### src/rtl/ram_fifo_ctrl.sv
// FIFO controller for an external single-clock RAM with registered read data.
// Holds read/write pointers, status flags and sticky error flags; data lives in the RAM.
module ram_fifo_ctrl #(
    parameter int DATA_WIDTH  = 32,
    parameter int ADDR_WIDTH  = 4,
    parameter int AFULL_LEVEL = 2**ADDR_WIDTH - 2
) (
    input  logic                  clk,
    input  logic                  rst_n,
    input  logic                  push,
    input  logic [DATA_WIDTH-1:0] push_data,
    input  logic                  pop,
    input  logic                  flush,
    output logic [DATA_WIDTH-1:0] pop_data,
    output logic                  pop_valid,
    output logic                  full,
    output logic                  empty,
    output logic                  almost_full,
    output logic [ADDR_WIDTH:0]   count,
    output logic                  overflow,
    output logic                  underflow,
    output logic [DATA_WIDTH-1:0] ram_data,
    output logic                  ram_we,
    output logic [ADDR_WIDTH-1:0] ram_write_addr,
    output logic [ADDR_WIDTH-1:0] ram_read_addr,
    input  logic [DATA_WIDTH-1:0] ram_q
);

    localparam logic [ADDR_WIDTH:0] PTR_ONE   = 1;
    localparam logic [ADDR_WIDTH:0] AFULL_CNT = AFULL_LEVEL[ADDR_WIDTH:0];

    logic [ADDR_WIDTH:0] wr_ptr;
    logic [ADDR_WIDTH:0] rd_ptr;
    logic                push_acc;
    logic                pop_acc;

    always_comb begin
        empty       = (wr_ptr == rd_ptr);
        full        = (wr_ptr[ADDR_WIDTH-1:0] == rd_ptr[ADDR_WIDTH-1:0]) &&
                      (wr_ptr[ADDR_WIDTH] != rd_ptr[ADDR_WIDTH]);
        count       = wr_ptr - rd_ptr;
        almost_full = (count >= AFULL_CNT);
        pop_acc     = pop & ~empty & ~flush;
        // A pop in the same cycle frees the slot the push lands in (RAM reads before write).
        push_acc    = push & ~flush & (~full | pop_acc);
    end

    always_comb begin
        ram_we         = push_acc;
        ram_data       = push_data;
        ram_write_addr = wr_ptr[ADDR_WIDTH-1:0];
        ram_read_addr  = rd_ptr[ADDR_WIDTH-1:0];
        pop_data       = ram_q;
    end

    always_ff @(posedge clk or negedge rst_n) begin
        if (!rst_n) begin
            wr_ptr    <= '0;
            rd_ptr    <= '0;
            pop_valid <= 1'b0;
            overflow  <= 1'b0;
            underflow <= 1'b0;
        end else if (flush) begin
            wr_ptr    <= '0;
            rd_ptr    <= '0;
            pop_valid <= 1'b0;
            overflow  <= 1'b0;
            underflow <= 1'b0;
        end else begin
            if (push_acc)
                wr_ptr <= wr_ptr + PTR_ONE;
            if (pop_acc)
                rd_ptr <= rd_ptr + PTR_ONE;
            pop_valid <= pop_acc;
            if (push && !push_acc)
                overflow <= 1'b1;
            if (pop && empty)
                underflow <= 1'b1;
        end
    end

endmodule

### config.mk
export PLATFORM = sky130hd
export DESIGN_NAME = ram_fifo_ctrl
export DESIGN_NICKNAME = d
export VERILOG_FILES = /design/src/rtl/ram_fifo_ctrl.sv
export SDC_FILE = /design/constraint.sdc
export NUM_CORES = 1
export LEC_CHECK = 0
export ABC_AREA = 1
export BUFFER_PORTS_ARGS = -buffer_cell sky130_fd_sc_hd__buf_2
export CORE_MARGIN = 8
export CORE_UTILIZATION = 33
export DETAILED_ROUTE_END_ITERATION = 8
export MAX_ROUTING_LAYER = met4
export PLACE_DENSITY = 0.78
export SYNTH_ARGS = -nofsm -noshare
export SYNTH_HDL_FRONTEND = slang
export SYNTH_SLANG_ARGS = --single-unit
### constraint.sdc
create_clock -name clk -period 1.58 [get_ports clk]
set_input_delay 0 -clock clk [delete_from_list [all_inputs] [get_ports clk]]
set_output_delay 0 -clock clk [all_outputs]
set_load 0.02 [all_outputs]
== Word level (Yosys, flattened, before mapping) ==
Cells that the tools add are included.
Word-level totals
  word-level logic and storage cells: 37
  flip-flop bits (word level): 13
  output and inout bits: 84
  bits of input ports: 69
Cells by class
  order comparisons: 1
  eq/ne operators: 3
  reduce and logical (&&, ||, !) cells: 8
  multiplexer cells: 9
  bitwise operators: 8
  $add $sub $neg: 3
Operators with widths (number)
  5-bit two-way mux: 4
  5-bit by 1-bit adder with 5-bit output (second input constant): 2
  2-bit nonzero test: 4
  5-bit equality test: 1
  5-bit by 4-bit >= comparator with 1-bit output (second input constant): 1
  1-bit two-way mux: 5
  5-bit subtractor: 1
  1-bit bitwise AND: 4
  4-bit equality test: 1
  1-bit logical AND: 3
  1-bit NOT: 3
  1-bit zero test: 1
  1-bit != test: 1
  1-bit bitwise OR: 1

== Logic depth before layout (Yosys ltp) ==
  depth in word-level cells: 10
  depth in mapped cells: 10

== Least setup slack after synthesis ==
Ideal clock, no wire load.
  path kind: reg-to-output
  start: register wr_ptr[0]
  end: output almost_full
  slack: -0.132 ns
  arrival: 1.712 ns
  path buffers: 0
  stages on the path, launching flop included: 8
  cell sequence: dfrtp_1 > inv_1 > ha_1 > inv_1 > fa_1 > nor3b_1 > nand2_1 > nand2_1
Between the ends
  cells in the longest elaborated chain, start to end: 2
Ends and longest elaborated chain
  from (decl): line 32  | logic [ADDR_WIDTH:0] wr_ptr;
  from (signal assigned): line 71  | wr_ptr <= wr_ptr + PTR_ONE;
  5-bit subtractor: line 41  | count = wr_ptr - rd_ptr;
  net count[1]: line 19  | output logic [ADDR_WIDTH:0] count,
  5-bit by 4-bit >= comparator with 1-bit output: line 42  | almost_full = (count >= AFULL_CNT);
  to (decl): line 18  | output logic almost_full,
The timed path passes the listed nets, and every way through them passes these cells.

== Worst setup path in the final report ==
  start: register wr_ptr[0]
  end: output almost_full
Between the ends
  cells in the longest elaborated chain, start to end: 2
Ends and longest elaborated chain (line)
  5-bit subtractor: 41
  5-bit by 4-bit >= comparator with 1-bit output: 42
No other way between the ends.

==> impl_metrics.yaml <==
worst_hold_path:
  min-delay-start: "push_data[14]"
  hold_end: "ram_data[14]"
  hold_depth: 0
  min_path_type: "primary input to output port"
synthesis:
  syn_area_mm2: 0.001511
  avgSynthCellArea_um2: 7.791
  ys_warn_count: 0
  synth.ff_latch_count: 13
  synthCells: 194
  ys_types: 25
  ys_seq_area_share_pct: 21.52
  synth_nets: 270
floorplanning:
  rows: 24
  die_h_um: 83.68
  initial_core_util_pct: 34.47
  io-pin-count: 153
  die_area_mm2: 0.007002
  die_x_um: 83.68
  core-area_mm2: 0.004384
cells_and_area:
  layout_common_cells: "nand2_1 (23), buf_4 (20), buf_2 (18), inv_1 (13), dfrtp_1 (12)"
  fin_nets: 243
  final_area_mm2: 0.001468
  nFillCells: 447
  num_antenna_cells: 0
  post-route-util_pct: 33.48
  area_growth_syn_to_layout_pct: -2.897
  layout-drive-gt1-share_pct: 47.59
  layout.cells.most_common: "nand2_1"
placed_design:
  io_buffers: 24
  dp_slack_ns: -0.04350
  dpl.hpwl_mm: 2.232
  place_area_mm2: 0.001239
  gp_congestion: 0.8300
power:
  leakagePower_nw: 0.7741
  total_power_mw: 1.661
  ir_worst_vdd_uv: 394.9
  p_per_area_mw_per_mm2: 1132
grt:
  antenna_found_initial: 0
  grt_pass1_vias: 1044
  grt_usage_pct: 8.909
  grt_pass1_wl_mm: 4.988
  grt_max_degree: 14
  grt_overflow: 0
clock_tree:
  cts_buffers: 3
  cts_max_level: 1
  cts-root-buf: "clkbuf_8"
  clkSinkCount: 13
  cts_tree: "yes"
  worstSkewPairLatency_ns: 0.24
  cts_buffer_depth: 2
  clk_pin_slew_ns: 0.06
sta:
  slew_violations: 0
  fin_crit_ns: 1.786
  worst_slew_pin_slew_ns: 0.4914
  worst_slack_ns: -0.2057
  finalHoldViolCount: 0
  min_period_over_period_pct: 113.0
  report.final.setup_viol: 3
  finalSetupTns_ns: -0.4200
  max_freq_ghz: 0.5600
  finClkSkew_ns: 0.001477
  grt_setup_unrepaired: "yes"
  relSlewSlack_pct: 67.20
routing:
  drt-initial-drc-count: 63
  wl_per_cell_um: 14.54
  drt_pass1_iterations: 4
  route.detailed.drc: 0
  drtAntennaViolNets: 0
  totalWireLength_mm: 3.170
  vias_per_cell: 4.615
  vias: 1006
worst_setup_path:
  crit_path_start_kind: "flop"
  critical_path.max_fanout: 2
  cp.required_ns: 1.58
  critPathMaxStageDelay_ns: 0.52
  r2r_cells: 9
  crit_chain: "inv_2 -> ha_4 -> inv_2 -> fa_2 -> nor3b_2 -> nand2_1 -> nand2_2 -> buf_6"
  rrSetupSlack_ns: 0.06
  crit-reg2reg-launch: "wr_ptr[2]"
  critPathCaptureType: "output port"
  cp_common_cell: "inv_2"
  setup.worst_path.class: "flop to output port"
  cpMaxStageDelayCell: "fa_2"
  r2r-end: "rd_ptr[4]"
  arrival_ns: 1.79
flow_run:
  max-cap-violations: 0
status:
  status: "finished with violations"
  violations: "setup timing"
## cell usage after synthesis (all sizes together)
| master | count | area [µm²] |
|---|---|---|
| a21oi | 3 | 15.01 |
| o21a | 1 | 7.510 |
| nand3 | 14 | 75.07 |
| nand4 | 7 | 43.79 |
| dfrtp | 13 | 325.3 |
| o2111ai | 1 | 8.760 |
| buf | 73 | 545.5 |
| inv | 19 | 71.31 |
| o21ai | 3 | 22.52 |
| fa | 1 | 20.02 |
| clkbuf | 1 | 7.510 |
| xor2 | 5 | 43.79 |
| ha | 6 | 75.07 |
| nand2 | 33 | 158.9 |
| clkinv | 1 | 5.000 |
| nor3b | 1 | 7.510 |
| o211ai | 1 | 21.27 |
| nor2 | 11 | 57.56 |
## flip-flops by register name, summed over array words and instances (netlist names)
| name | flops |
|---|---|
| overflow | 1 |
| pop_valid | 1 |
| rd_ptr | 5 |
| underflow | 1 |
| wr_ptr | 5 |
## worst max path at each step
stage / startpoint / to / slack, ns / depth (start not counted)
6_report: wr_ptr[0] / almost_full / -0.21 / 8
5_1_grt: wr_ptr[0] / almost_full / -0.31 / 8
4_1_cts: wr_ptr[0] / almost_full / -0.20 / 8
3_5_place_dp: wr_ptr[0] / almost_full / -0.04 / 8
3_3_place_gp: wr_ptr[0] / almost_full / -0.03 / 8
2_1_floorplan: wr_ptr[0] / almost_full / -0.07 / 7
## area by class of cell
class	count	area, µm²	share of cell area (%)
clock buffers	4	45.04	3.069
well taps	52	65.06	4.433
inverters	20	76.32	5.200
repair buffers	42	284.0	19.35
flip-flops and latches	13	326.6	22.25
multi-input cells	87	670.6	45.69
## where the power goes
part	internal [mW]	leakage (nW)	switching [mW]
combinational	0.421	0.576	0.553
clock	0.178	0.0228	0.119
sequential	0.364	0.175	0.0265
## worst max-delay path, delay by kind of cell (launching register included)
family	cells	cell delay, ns
adder cells (fa/ha/maj)	2	0.65
buffers and inverters	3	0.23
flip-flops	1	0.38
AND/OR/NAND/NOR	3	0.28
## stage by stage
step | cells | hold slack (ns)
after floorplan | 194 | -0.2956
after global placement | 207 | -0.09761
after detailed placement | 207 | -0.09038
after CTS | 218 | 0.0001367
after global routing | 218 | 0.00002925
final | 218 | 0.000007769
## cells by family (layout without fill, tap and decap cells)
| family | after synthesis | after routing | share of synthesized area [%] |
|---|---|---|---|
| buffers and inverters | 94 | 66 | 41.64 |
| adder cells (fa/ha/maj) | 7 | 7 | 6.291 |
| flip-flops | 13 | 13 | 21.52 |
| AO/OA/AOI/OAI | 9 | 9 | 4.967 |
| AND/OR/NAND/NOR | 66 | 66 | 22.68 |
| XOR/XNOR | 5 | 5 | 2.897 |
## timing repair
| action | CTS | global route |
|---|---|---|
| pin swaps | 8 | 7 |
| resized for setup | 17 | 16 |
| hold endpoints to repair | 13 | 0 |
| hold buffers | 1 | 0 |
| setup endpoints to repair | 7 | 12 |
| setup buffers | 6 | 0 |
## layer usage
| metal | vias to the layer above | part of all wire, % | GRT usage [%] |
|---|---|---|---|
| li1 | 483 | - | - |
| met1 | 449 | 37 | 8.850 |
| met2 | 44 | 48 | 13.05 |
| met3 | 30 | 9.7 | 4.004 |
| met4 | 0 | 5.9 | 7.692 |
| met5 | - | 0 | - |
(Power assumes the default switching activity.)
